`src/rtl/serial_addsub.sv`:
```
// Digit-serial N-bit adder/subtractor: CHUNK bits per clock, LSB chunk first,
// with start/busy/done handshake and NZCV flags registered on completion.
module serial_addsub #(
   parameter int unsigned N     = 8,
   parameter int unsigned CHUNK = 2
) (
   input  logic         clk,
   input  logic         rst_n,
   input  logic         start,
   input  logic [N-1:0] A,
   input  logic [N-1:0] B,
   input  logic         Cin,
   input  logic         Op,
   output logic [N-1:0] Sum,
   output logic         Cout,
   output logic         Overflow,
   output logic         Zero,
   output logic         Negative,
   output logic         busy,
   output logic         done
);

   localparam int unsigned STEPS  = N / CHUNK;
   localparam int unsigned STEP_W = (STEPS > 1) ? $clog2(STEPS) : 1;
   localparam logic [STEP_W-1:0] LAST_STEP = STEP_W'(STEPS - 1);

   typedef enum logic [1:0] {
      S_IDLE,
      S_RUN,
      S_DONE
   } state_t;

   state_t            state_q, state_d;
   logic [N-1:0]      a_q, a_d;
   logic [N-1:0]      b_q, b_d;
   logic              c_q, c_d;
   logic [STEP_W-1:0] step_q, step_d;
   logic [N-1:0]      res_q, res_d;
   logic              a_msb_q, a_msb_d;
   logic              b_msb_q, b_msb_d;
   logic [N-1:0]      sum_q, sum_d;
   logic              cout_q, cout_d;
   logic              ovf_q, ovf_d;
   logic              zero_q, zero_d;
   logic              neg_q, neg_d;

   logic [CHUNK:0]    chunk_sum;
   logic [N-1:0]      res_next;

   always_comb begin
      state_d   = state_q;
      a_d       = a_q;
      b_d       = b_q;
      c_d       = c_q;
      step_d    = step_q;
      res_d     = res_q;
      a_msb_d   = a_msb_q;
      b_msb_d   = b_msb_q;
      sum_d     = sum_q;
      cout_d    = cout_q;
      ovf_d     = ovf_q;
      zero_d    = zero_q;
      neg_d     = neg_q;

      chunk_sum = {1'b0, a_q[CHUNK-1:0]} + {1'b0, b_q[CHUNK-1:0]}
                + {{CHUNK{1'b0}}, c_q};
      // New chunk enters at the top; after STEPS shifts the LSB chunk sits at bit 0.
      res_next  = N'({chunk_sum[CHUNK-1:0], res_q} >> CHUNK);

      unique case (state_q)
         S_IDLE: begin
            if (start) begin
               a_d     = A;
               b_d     = Op ? ~B : B;
               c_d     = Op ? ~Cin : Cin;
               a_msb_d = A[N-1];
               b_msb_d = Op ? ~B[N-1] : B[N-1];
               step_d  = '0;
               res_d   = '0;
               state_d = S_RUN;
            end
         end
         S_RUN: begin
            a_d    = a_q >> CHUNK;
            b_d    = b_q >> CHUNK;
            c_d    = chunk_sum[CHUNK];
            res_d  = res_next;
            step_d = step_q + STEP_W'(1);
            if (step_q == LAST_STEP) begin
               state_d = S_DONE;
               sum_d   = res_next;
               cout_d  = chunk_sum[CHUNK];
               ovf_d   = (a_msb_q == b_msb_q) && (res_next[N-1] != a_msb_q);
               zero_d  = (res_next == '0);
               neg_d   = res_next[N-1];
            end
         end
         S_DONE: state_d = S_IDLE;
         default: state_d = S_IDLE;
      endcase
   end

   always_ff @(posedge clk) begin
      if (!rst_n) begin
         state_q <= S_IDLE;
         a_q     <= '0;
         b_q     <= '0;
         c_q     <= 1'b0;
         step_q  <= '0;
         res_q   <= '0;
         a_msb_q <= 1'b0;
         b_msb_q <= 1'b0;
         sum_q   <= '0;
         cout_q  <= 1'b0;
         ovf_q   <= 1'b0;
         zero_q  <= 1'b0;
         neg_q   <= 1'b0;
      end else begin
         state_q <= state_d;
         a_q     <= a_d;
         b_q     <= b_d;
         c_q     <= c_d;
         step_q  <= step_d;
         res_q   <= res_d;
         a_msb_q <= a_msb_d;
         b_msb_q <= b_msb_d;
         sum_q   <= sum_d;
         cout_q  <= cout_d;
         ovf_q   <= ovf_d;
         zero_q  <= zero_d;
         neg_q   <= neg_d;
      end
   end

   assign Sum      = sum_q;
   assign Cout     = cout_q;
   assign Overflow = ovf_q;
   assign Zero     = zero_q;
   assign Negative = neg_q;
   assign busy     = (state_q != S_IDLE);
   assign done     = (state_q == S_DONE);

endmodule

```
`config.mk`:
```
export PLATFORM = sky130hd
export DESIGN_NAME = serial_addsub
export DESIGN_NICKNAME = d
export VERILOG_FILES = /design/src/rtl/serial_addsub.sv
export SDC_FILE = /design/constraint.sdc
export NUM_CORES = 1
export LEC_CHECK = 0
export CORE_MARGIN = 4
export CORE_UTILIZATION = 45
export CTS_BUF_LIST = sky130_fd_sc_hd__clkbuf_8
export DETAILED_ROUTE_END_ITERATION = 6
export PLACE_DENSITY = 0.71
export SYNTH_ARGS = -nofsm -noshare
export SYNTH_HDL_FRONTEND = slang
export SYNTH_SLANG_ARGS = --single-unit
```
`constraint.sdc`:
```
create_clock -name clk -period 4.6 [get_ports clk]
set_input_delay 0.92 -clock clk [delete_from_list [all_inputs] [get_ports clk]]
set_output_delay 0.92 -clock clk [all_outputs]
set_load 0.005 [all_outputs]
```
==> metrics.cfg, run 1 <==
[sta]
fin_crit_sh=0.571
finalSetupTns_ns=0
tightest_slew_ns=1.01
setup_viol=0
slew_headroom=0.324
clock.fmax_mhz=381
final-max-slew-violation-count=0
fin_ws_ns=1.97
rsz0062_at_grt=no
finClkSkew_ns=0.00274
fin_crit_ns=2.63
hold_viol_final=0

[drt]
met1_length_um=1670
wl_met3_um=228
drc=0
top_layer=met4
first_iter_violations=84
drt_pass1_iterations=4
wl_per_cell_um=13.0
wl_um=3530
wl_met2_um=1590
vias=1407
viasPerCell=5.19
ant_nets=0

[setup_path]
critPathCaptureType=flop
required_ns=4.77
critPathLaunchType=input pin
r2r_start=state_q[0]
critical_path.max_fanout=37
rr_worst_depth=3
ff2ff_setup_slack_ns=2.63
arrival_ns=2.80
r2r-end=b_q[5]
critical_path_class=in2reg

[synth]
syn_area_mm2=0.00179
synth-warning-count=0
synth.most_common_cell=dfxtp_1
ys_ff_latch=40
ys_async_sr_fraction=0
ys_types=38
ys_seq_area_frac=0.447
synth_common_cells=dfxtp_1, nand2_1, a21boi_0
synthTopCellsByArea=dfxtp_1, nand2_1, a21boi_0
synth-edff-count=0
syn_nets=222
synth_largest_area_cell=dfxtp_1
synth_top_area_share=0.447
synthFlopType=dfxtp_1
synthCells=198
avgSynthCellArea_um2=9.04

[placement]
hpwlAfterDp_um=2560
place_congestion=0.781
numPlacedInstances=264
io_buffers=34
dpl_worst_slack_ns=1.68

[hold_path]
whs_path_depth=2
holdPathEnd=Zero
hold_path.class=reg2reg
min_from=Zero

[cells_and_area]
drive_above_1_share=0.0493
fin_util=0.580
fillCellCount=366
multi_input_area_um2=876
fin_nets=247
areaGrowthSynthToFinish_pct=21.2
diodes=0
seq_area_um2=801
stdcell_count=271

[floorplan]
dieArea_mm2=0.00505
rows=22
core_region_area_mm2=0.00374
die_h_um=71.1
io_pins=35
start_util=0.478
die_w_um=71.1

[clock_tree]
postCtsHoldBufs=0
clkTransAtPathRegs_ns=0.07
cts_buffer_depth=2
clockRootBuffer=clkbuf_8
clkLatencyLatePin_ns=0.29
cts_setup_buffers=0
numCtsBuffers=5
cts_tree=yes
clock_sinks=40
ctsResizeCount=0
htree_num_levels=2

[pwr]
power_switching_uw=171
ir_drop_mv=0.185
p_int_uw=513
combPwrFrac=0.139
clock_power_share=0.312
swShare=0.249
power_frac_seq=0.549
power_density_mw_per_mm2=315
p_leak_uw=0.000796

[run]
drv_cap=0

[global_route]
gr-total-overflow=0
antenna_found_initial=0
grt_usage=0.147
grt_start_max_net_pins=38
grt_pass1_vias=1351
grt_pass1_wl_um=6020

[status]
status=complete, no violations

-- cell families (layout without fill, tap and decap cells) --
| logic type | Yosys count | in the layout | synth area share |
|---|---|---|---|
| buffers and inverters | 20 | 45 | 0.0636 |
| adder cells (fa/ha/maj) | 3 | 3 | 0.0293 |
| XOR/XNOR | 9 | 9 | 0.0440 |
| AO/OA/AOI/OAI | 51 | 51 | 0.206 |
| AND/OR/NAND/NOR | 74 | 74 | 0.204 |
| multiplexers | 1 | 1 | 0.00559 |
| flip-flops | 40 | 40 | 0.447 |
-- cell type report --
| type | instances | area share |
|---|---|---|
| Multi-Input combinational cell | 138 | 0.404 |
| Sequential cell | 40 | 0.369 |
| Timing Repair Buffer | 34 | 0.157 |
| Clock buffer | 5 | 0.0317 |
| Tap cell | 48 | 0.0277 |
| Inverter | 4 | 0.00692 |
| Clock inverter | 2 | 0.00404 |
-- worst max-delay path by stage --
| stage | from | endpoint | slack (ns) | cells past startpoint |
|---|---|---|---|---|
| after floorplan | start | res_q[6] | 2.77 | 4 |
| after global placement | rst_n | b_q[0] | 1.78 | 4 |
| after detailed placement | rst_n | b_q[5] | 1.68 | 4 |
| after CTS | rst_n | b_q[5] | 2.00 | 4 |
| after global routing | rst_n | b_q[5] | 1.78 | 4 |
| final | rst_n | b_q[5] | 1.97 | 4 |
-- state kept, by name, indices dropped and copies added, names as in the netlist --
| register | flops |
|---|---|
| Sum | 8 |
| a_q | 8 |
| b_q | 8 |
| res_q | 6 |
| state_q | 2 |
| step_q | 2 |
| Cout | 1 |
| Overflow | 1 |
| Zero | 1 |
| a_msb_q | 1 |
| b_msb_q | 1 |
| c_q | 1 |
-- layer usage --
metal | up-vias | track usage
li1 | 725 | -
met4 | 0 | 0.0543
met3 | 6 | 0.0483
met2 | 39 | 0.244
met5 | - | 0
met1 | 637 | 0.176
-- through the flow --
| stage | hold slack (ns) | power, µW | instance area (µm²) |
|---|---|---|---|
| 6_report | 0.458 | 684 | 2170 |
| 3_5_place_dp | 0.447 | 479 | 2090 |
| 5_1_grt | 0.497 | 714 | 2170 |
| 4_1_cts | 0.459 | 692 | 2170 |
| 2_1_floorplan | 0.441 | 448 | 1790 |
| 3_3_place_gp | 0.448 | 476 | 2090 |
-- critical path, cell delays in order --
cell and delay [ns]:
clkdlybuf4s50_1 0.95, nand4bb_1 0.56, nor2_1 0.09, a221o_1 0.28
-- layout by cell type, fill, tap and decap left out, types with 7 or more instances in the layout --
cell type / Yosys / final
nand2_1: 37 / 37
nor2_1: 8 / 8
a21boi_0: 18 / 18
dfxtp_1: 40 / 40
a21oi_1: 10 / 10
clkdlybuf4s50_1: 0 / 34
xnor2_1: 7 / 7
o21ai_0: 8 / 8
nand3_1: 7 / 7
a221o_1: 7 / 7
-- power groups by stage --
| stage | clock network, µW | logic, µW | registers (µW) |
|---|---|---|---|
| final | 213 | 95.0 | 376 |
| after global routing | 231 | 105 | 377 |
| after CTS | 221 | 95.6 | 376 |
| after detailed placement | 0 | 95.5 | 383 |
| after global placement | 0 | 92.8 | 383 |
| after floorplan | 0 | 69.5 | 378 |
Note: power is estimated with default switching activity, not from simulation.
==> inputs of run 2 (changes only) <==
- PLACE_DENSITY: 0.71 -> 0.74
- clock period: 4.6 -> 2.4 ns (I/O delays scaled with it)
==> run 2 against run 1 <==
  * Via count decreased by 1.5%
  * Combinational power increased by 94%
  * Sequential share of layout area decreased by 0.46 points
  * Critical endpoint is now busy
==> metrics.cfg, run 2 (synthesis results as in run 1) <==
[setup_path]
path_buf_inv=1
required_ns=1.92
ff2ff_setup_slack_ns=0.46
critPathLaunchType=flop
rr_worst_depth=7
r2r_start=a_q[0]
critPathCaptureType=output port
path_depth=2
cp_top_family=flip-flops
arrival_ns=1.49
slowest_stage=dfxtp_1
max_stage_delay_ns=0.54
critical_path_class=reg2out
r2r-end=Zero
critical_path.max_fanout=11
crit_chain=or2_2 > clkdlybuf4s50_1

[clock_tree]
ctsResizeCount=0
clockRootBuffer=clkbuf_8
cts_tree=yes
cts_buffer_depth=2
numCtsBuffers=5
clkLatencyLatePin_ns=0.29
clock_sinks=40
cts_setup_buffers=0
htree_num_levels=2
postCtsHoldBufs=0
clkTransAtPathRegs_ns=0.07

[sta]
setup_viol=0
finalSetupTns_ns=0
fin_hold_ws_ns=0.464
tightest_slew_ns=0.594
clock.fmax_mhz=507
final-max-slew-violation-count=0
finClkSkew_ns=0.00389
fin_crit_sh=0.822
hold_viol_final=0
rsz0062_at_grt=no
slew_headroom=0.604
fin_crit_ns=1.97

[cells_and_area]
diodes=0
layout_commonest_cell=dfxtp_1
drive_above_1_share=0.0575
seq_area_um2=801
fin_nets=249
areaGrowthSynthToFinish_pct=22.7
most-common-layout-cells=dfxtp_1, nand2_1, clkdlybuf4s50_1
fillCellCount=371
multi_input_area_um2=876

[run]
drv_cap=0

[floorplan]
die_h_um=71.1
rows=22
die_w_um=71.1
core_region_area_mm2=0.00374
io_pins=35
start_util=0.478
dieArea_mm2=0.00505

[global_route]
antenna_found_initial=0
grt_start_max_net_pins=24
gr-total-overflow=0
grt_pass1_wl_um=5670
grt_pass1_vias=1356
grt_usage=0.140

[drt]
viasPerCell=5.06
wl_per_cell_um=12.4
wl_um=3390
vias=1386
drc=0
ant_nets=0
first_iter_violations=78
drt_pass1_iterations=4

[pwr]
ir_drop_mv=0.351
power_density_mw_per_mm2=611
p_leak_uw=0.000815

[placement]
hpwlAfterDp_um=2490
io_buffers=34
place_congestion=0.754

[status]
status=complete, no violations

[hold_path]
min_from=Sum[4]
hold_path.class=reg2reg
holdPathEnd=Sum[4]
whs_path_depth=2

## run 2: area by class of cell
type / count / share of cell area
Multi-Input combinational cell: 138 / 0.399
Sequential cell: 40 / 0.364
Timing Repair Buffer: 36 / 0.162
Clock buffer: 6 / 0.0376
Tap cell: 48 / 0.0273
Inverter: 4 / 0.00683
Clock inverter: 2 / 0.00342
## run 2: how the worst max path moves through the flow
| stage | start | end | slack, ns |
|---|---|---|---|
| 2_1_floorplan | a_q[0] | Overflow | 0.66 |
| 3_3_place_gp | start | res_q[6] | 0.33 |
| 3_5_place_dp | start | res_q[6] | 0.29 |
| 4_1_cts | state_q[0] | busy | 0.40 |
| 5_1_grt | a_q[0] | Zero | 0.27 |
| 6_report | state_q[0] | busy | 0.43 |
## run 2: power by group
part / switching (µW) / internal (µW)
Combinational: 87.1 / 97.1
Clock: 215 / 226
Sequential: 22.2 / 696
Total: 324 / 1020
## run 2: stage by stage
stage,worst slack (ns),total power [µW],cells,instance area (µm²),utilization
after CTS,0.405,1370,274,2200,0.587
after detailed placement,0.294,920,266,2110,0.563
after floorplan,0.659,858,198,1790,-
after global placement,0.327,914,266,2110,0.563
final,0.427,1340,274,2200,0.587
after global routing,0.270,1410,274,2200,0.587
## run 2: layer usage
layer | global-route usage | vias up | share of wire
met1 | 0.159 | 614 | 0.47
met2 | 0.244 | 41 | 0.46
li1 | - | 727 | -
met3 | 0.0369 | 4 | 0.064
met5 | 0 | - | 0
met4 | 0.0626 | 0 | 0.0092
## run 2: worst min-delay path: cells and delay by family (launching register included)
kind	cells	cell delay (ns)
compound gates	1	0.06
flops	1	0.31
simple gates	1	0.05
==> variant 1 (settings of run 2) <==
Add an input register stage for `start`, `A`, `B`, `Cin` and `Op`; this delays them by one clock. Comments in the files are not updated.
--- a/src/rtl/serial_addsub.sv
+++ b/src/rtl/serial_addsub.sv
@@ -29,6 +29,20 @@
       S_RUN,
       S_DONE
    } state_t;
+
+   logic start_q;
+   logic [N-1:0] A_q;
+   logic [N-1:0] B_q;
+   logic Cin_q;
+   logic Op_q;
+
+   always_ff @(posedge clk) begin
+      start_q <= start;
+      A_q     <= A;
+      B_q     <= B;
+      Cin_q   <= Cin;
+      Op_q    <= Op;
+   end
 
    state_t            state_q, state_d;
    logic [N-1:0]      a_q, a_d;
@@ -69,12 +83,12 @@
 
       unique case (state_q)
          S_IDLE: begin
-            if (start) begin
-               a_d     = A;
-               b_d     = Op ? ~B : B;
-               c_d     = Op ? ~Cin : Cin;
-               a_msb_d = A[N-1];
-               b_msb_d = Op ? ~B[N-1] : B[N-1];
+            if (start_q) begin
+               a_d     = A_q;
+               b_d     = Op_q ? ~B_q : B_q;
+               c_d     = Op_q ? ~Cin_q : Cin_q;
+               a_msb_d = A_q[N-1];
+               b_msb_d = Op_q ? ~B_q[N-1] : B_q[N-1];
                step_d  = '0;
                res_d   = '0;
                state_d = S_RUN;
Formal check against the unedited RTL: not equivalent (Yosys sat finds a counterexample within 4 cycles, from zero or initial values and one cycle with rst_n low).
==> variant 1 against run 2 <==
Sequential cell count is 19 higher; setup slack better by 0.012 ns; first-iteration DRC count is 38% lower; routed wire length is 15% higher; sequential share of layout area is 7.9 points higher; fmax is 0.63% higher; design area is 21% higher; sequential power is 48% higher; combinational power is 4% lower; power is 54% higher; area after synthesis is 20% higher; highest routed layer unchanged.
==> variant 1: results (changes against run 2) <==
After synthesis, the most frequently instantiated cells are sky130_fd_sc_hd__dfxtp_1, sky130_fd_sc_hd__nand2_1, sky130_fd_sc_hd__a21boi_0, sky130_fd_sc_hd__a21oi_1. The tools report the number of nets in the synthesized netlist as 242 (+9.0%). Pin count of the biggest net entering global routing: 35 (+46%).

For the later-pin clock latency in the skew report, the log shows 0.33 ns (+0.04 ns). The routed length per placed instance is 12.77 um (+3.4%), and the number of nets in the finished design is 273 (+9.6%). The pin slew with the least headroom to its limit was 0.6177 ns (+0.02323 ns); the mean instance size in the synthesized netlist was 9.849 um^2 (+8.9%). Post-placement setup slack: 0.5427 ns (+0.2491 ns). The wire length of the first global-routing pass is 6.665 mm (+18%).

The reported leakage power is 0.001027 uW (+26%), and the number of placed instances, taps included is 290 (+9.0%). For the number of H-tree levels, the log shows 3 (+1). Yosys attributes the largest share of cell area to sky130_fd_sc_hd__dfxtp_1, sky130_fd_sc_hd__nand2_1, sky130_fd_sc_hd__a21boi_0, sky130_fd_sc_hd__a221o_1, sky130_fd_sc_hd__xnor2_1. The via density per instance is 5.109 (+0.99%). For the post-synthesis sequential area ratio, the log shows 0.5501 (+0.1029). The startpoint identified for the worst hold timing path is A_q[5]. The run gives 1476 (+8.8%) as the via count of the first global-routing pass.

The run finished with clean final reports. The register-to-register setup slack was 0.53 ns (+0.07 ns); the overall routed net length was 3.883 mm (+15%). In this run the worst setup path begins at state_q[1]. The endpoint of the worst hold path is a_q[5].

The number of buffers created by CTS was 9 (+4). The run gives 39 (+2.6%) as the number of distinct standard cells referenced by the synthesized netlist. The maximum vdd drop was 0.0005214 V (+49%).

The run gives 0.7585 (+0.54%) as the global placer's final weighted congestion. Count of fill cells added during filler insertion: 399 (+7.5%). The total global-route track usage was 0.1449 (+0.005112).
variant 1: changes by cell type after synthesis, sizes merged:
cell | before | now
a21oi | 10 | 12
a31oi | 2 | 1
buf | 9 | 10
dfxtp | 40 | 59
nand2 | 37 | 36
variant 1: where the power goes:
group          internal (uW)  switching [uW]  total, uW
clock                    488             347        835
sequential              1030            31.7       1060
combinational           95.8            81.1        177
variant 1: worst max-delay path, stage by stage, from the launching register on:
cell                              delay [ns]
sky130_fd_sc_hd__dfxtp_1                0.47
sky130_fd_sc_hd__nor2b_1                0.17
sky130_fd_sc_hd__clkdlybuf4s50_1        0.51
variant 1: final cells by class:
cell class,count,share of cell area
well taps,52,0.02441
multi-input cells,138,0.3225
flip-flops and latches,59,0.4432
repair buffers,37,0.1362
inverters,4,0.005634
clock inverters,4,0.01643
clock buffers,10,0.05164
variant 1: layer usage:
metal | global-route usage | up-vias | part of all wire
li1 | - | 795 | -
met1 | 0.1562 | 700 | 0.43
met2 | 0.2395 | 52 | 0.48
met3 | 0.06440 | 6 | 0.071
met4 | 0.07473 | 0 | 0.011
met5 | 0 | - | 0
variant 1: kinds of logic (layout without fill, tap and decap cells):
group | after synthesis | in the layout | share of synthesized area
AOI/OAI and AO/OA | 52 | 52 | 0.1684
xor gates and xnor gates | 9 | 9 | 0.03672
adders and majority gates | 3 | 3 | 0.02448
buffers and inverters | 21 | 55 | 0.04953
DFF | 59 | 59 | 0.5501
muxes | 1 | 1 | 0.004662
and+or+nand+nor | 73 | 73 | 0.1661
variant 1: stage by stage:
step | area, um^2 | hold WS [ns]
floorplan | 2147 | 0.4155
finish | 2665 | 0.4310
CTS | 2665 | 0.4335
global placement | 2484 | 0.4238
global route | 2665 | 0.4446
detailed placement | 2484 | 0.4279
==> variant 2 (settings of run 2) <==
Made on the original files. The parameter `N` goes from 8 to 16.
--- a/src/rtl/serial_addsub.sv
+++ b/src/rtl/serial_addsub.sv
@@ -1,7 +1,7 @@
 // Digit-serial N-bit adder/subtractor: CHUNK bits per clock, LSB chunk first,
 // with start/busy/done handshake and NZCV flags registered on completion.
 module serial_addsub #(
-   parameter int unsigned N     = 8,
+   parameter int unsigned N     = 16,
    parameter int unsigned CHUNK = 2
 ) (
    input  logic         clk,
Ports: changed (resized A, B and Sum); port bits go from 35 to 59. No check against the original RTL was run, so the function may have changed too.
==> variant 2 against run 2 <==
Design area up 85%; critical path type unchanged; highest routed layer unchanged; clock power up 140%; sequential cell count up 33; largest power group unchanged; area after synthesis up 78%; global-route usage up 3.0 points; setup slack worse by 0.11 ns; largest cell class unchanged; power up 99%; sequential power up 81%; routed wire length up 100%.
==> variant 2: results (changes against run 2) <==
Counting instances in the post-synthesis netlist gives the leading cell types as sky130_fd_sc_hd__nand2_1, sky130_fd_sc_hd__dfxtp_1, sky130_fd_sc_hd__a21boi_0, sky130_fd_sc_hd__nand3_1, sky130_fd_sc_hd__xor2_1. The run gives 9 (+4) as the number of buffers created by CTS. The tools report the count of fill cells added during filler insertion as 626 (+69%). The pin count of the biggest net entering global routing is 39 (+63%). The final setup skew is 0.009165 ns (+0.005275 ns).

The run gives 0.0004221 V (+20%) as the maximum vdd drop. The number of nets in the finished design was 454 (+82%); the via count of the first global-routing pass was 2590 (+91%). The number of nets in the synthesized netlist was 402 (+81%); the worst endpoint data arrival time was 1.60 ns (+0.11 ns).

The tools report the total global-route track usage as 0.1699 (+0.03007). The wire length of the first global-routing pass is 11.75 mm (+110%), and the length of the first detailed-routing pass in iterations is 4 (unchanged). The post-synthesis sequential area ratio is 0.4582 (+0.01098), and the via density per instance is 5.198 (+2.8%).

The tools report the number of distinct standard cells referenced by the synthesized netlist as 36 (-5.3%). The flow ran to the end, and the final reports show no timing, DRC or antenna violations. Pin slew with the least headroom to its limit: 0.7702 ns (+0.1757 ns). Ranked by total cell area, the synthesized netlist is headed by sky130_fd_sc_hd__dfxtp_1, sky130_fd_sc_hd__nand2_1, sky130_fd_sc_hd__a21boi_0, sky130_fd_sc_hd__xor2_1, sky130_fd_sc_hd__o2bb2ai_1. The total inserted antenna cells was 0 (unchanged).

The number of H-tree levels is 3 (+1). The critical path's largest stage delay works out to 0.58 ns (+0.04 ns). The min-delay analysis places its worst path in the category reg -> reg.

For the post-placement setup slack, the log shows 0.2712 ns (-0.02235 ns). The tree is rooted in a sky130_fd_sc_hd__clkbuf_8. The logs give 0.34 ns (+0.05 ns) for the later-pin clock latency in the skew report and 6.869 mm (+100%) for the overall routed net length.

The violation count after the first detailed-routing iteration is 101 (+29%), and the reported leakage power is 0.001512 uW (+86%). The peak fanout along the critical path was 11 (unchanged). The share of layout cells above drive strength 1 came out at 0.07416 (+0.01664). The sum of net half-perimeters after detailed placement came out at 4.756 mm (+91%). The count of buffers from port buffering was 58 (+71%); the global placer's final weighted congestion was 0.7546 (about the same). For the switching power of the nets, the log shows 631.9 uW (+95%).
## variant 2: cell types whose count changed after synthesis, moves of 9 or more
| cell | run 2 | this run |
|---|---|---|
| sky130_fd_sc_hd__nand2_1 | 37 | 82 |
| sky130_fd_sc_hd__dfxtp_1 | 40 | 73 |
| sky130_fd_sc_hd__a21boi_0 | 18 | 34 |
| sky130_fd_sc_hd__o2bb2ai_1 | 0 | 15 |
| sky130_fd_sc_hd__xor2_1 | 2 | 17 |
| sky130_fd_sc_hd__a22oi_1 | 2 | 14 |
| sky130_fd_sc_hd__a31oi_1 | 2 | 14 |
| sky130_fd_sc_hd__nand3_1 | 7 | 19 |
| sky130_fd_sc_hd__a21oi_1 | 10 | 1 |
## variant 2: final cells by class
type,instances,area share
timing repair buffer,72,0.1689
clock inverter,2,0.008323
sequential,73,0.3600
tap,96,0.02959
inverter,6,0.005549
clock buffer,14,0.04747
multi-input combinational,251,0.3801
## variant 2: worst max-delay path: cells and delay by family, from the launching register on
family	cells	cell delay, ns
flops	1	0.58
buf+inv	1	0.49
simple gates	1	0.19
## variant 2: power by group through the flow
stage          clock network, uW  logic (uW)  registers [uW]
4_1_cts                     1060         327            1300
3_5_place_dp                   0         324            1330
6_report                    1050         324            1300
5_1_grt                     1130         363            1310
2_1_floorplan                  0         215            1320
3_3_place_gp                   0         315            1330
## variant 2: layer usage
metal,part of all wire,global-route usage,vias to the layer above
li1,-,-,1352
met1,0.48,0.2228,1249
met2,0.47,0.2731,59
met3,0.037,0.03117,12
met4,0.016,0.07302,0
met5,0,0,-
## variant 2: logic make-up after synthesis
logic type / after synthesis / synth area share
flip-flops: 73 / 0.4582
XOR/XNOR: 17 / 0.04668
AND/OR/NAND/NOR: 127 / 0.1816
buffers and inverters: 37 / 0.05806
AO/OA/AOI/OAI: 103 / 0.2350
adder cells (fa/ha/maj): 4 / 0.02040
## variant 2: worst paths after layout
kind                   end  startpoint  depth (start not counted)  slack [ns]
setup / recovery      busy  state_q[0]                          2        0.32
hold / removal      Sum[9]      Sum[9]                          2        0.46
setup reg to reg  Overflow      a_q[0]                          6        0.39
hold reg to reg     Sum[9]      Sum[9]                          2        0.46
## variant 2: metrics by stage
| step | cell area [um^2] | std cells | hold WS [ns] |
|---|---|---|---|
| final | 4059 | 514 | 0.4591 |
| after global routing | 4059 | 514 | 0.4845 |
| after CTS | 4059 | 514 | 0.4652 |
| after detailed placement | 3832 | 498 | 0.4495 |
| after global placement | 3832 | 498 | 0.4469 |
| after floorplan | 3189 | 361 | 0.4323 |
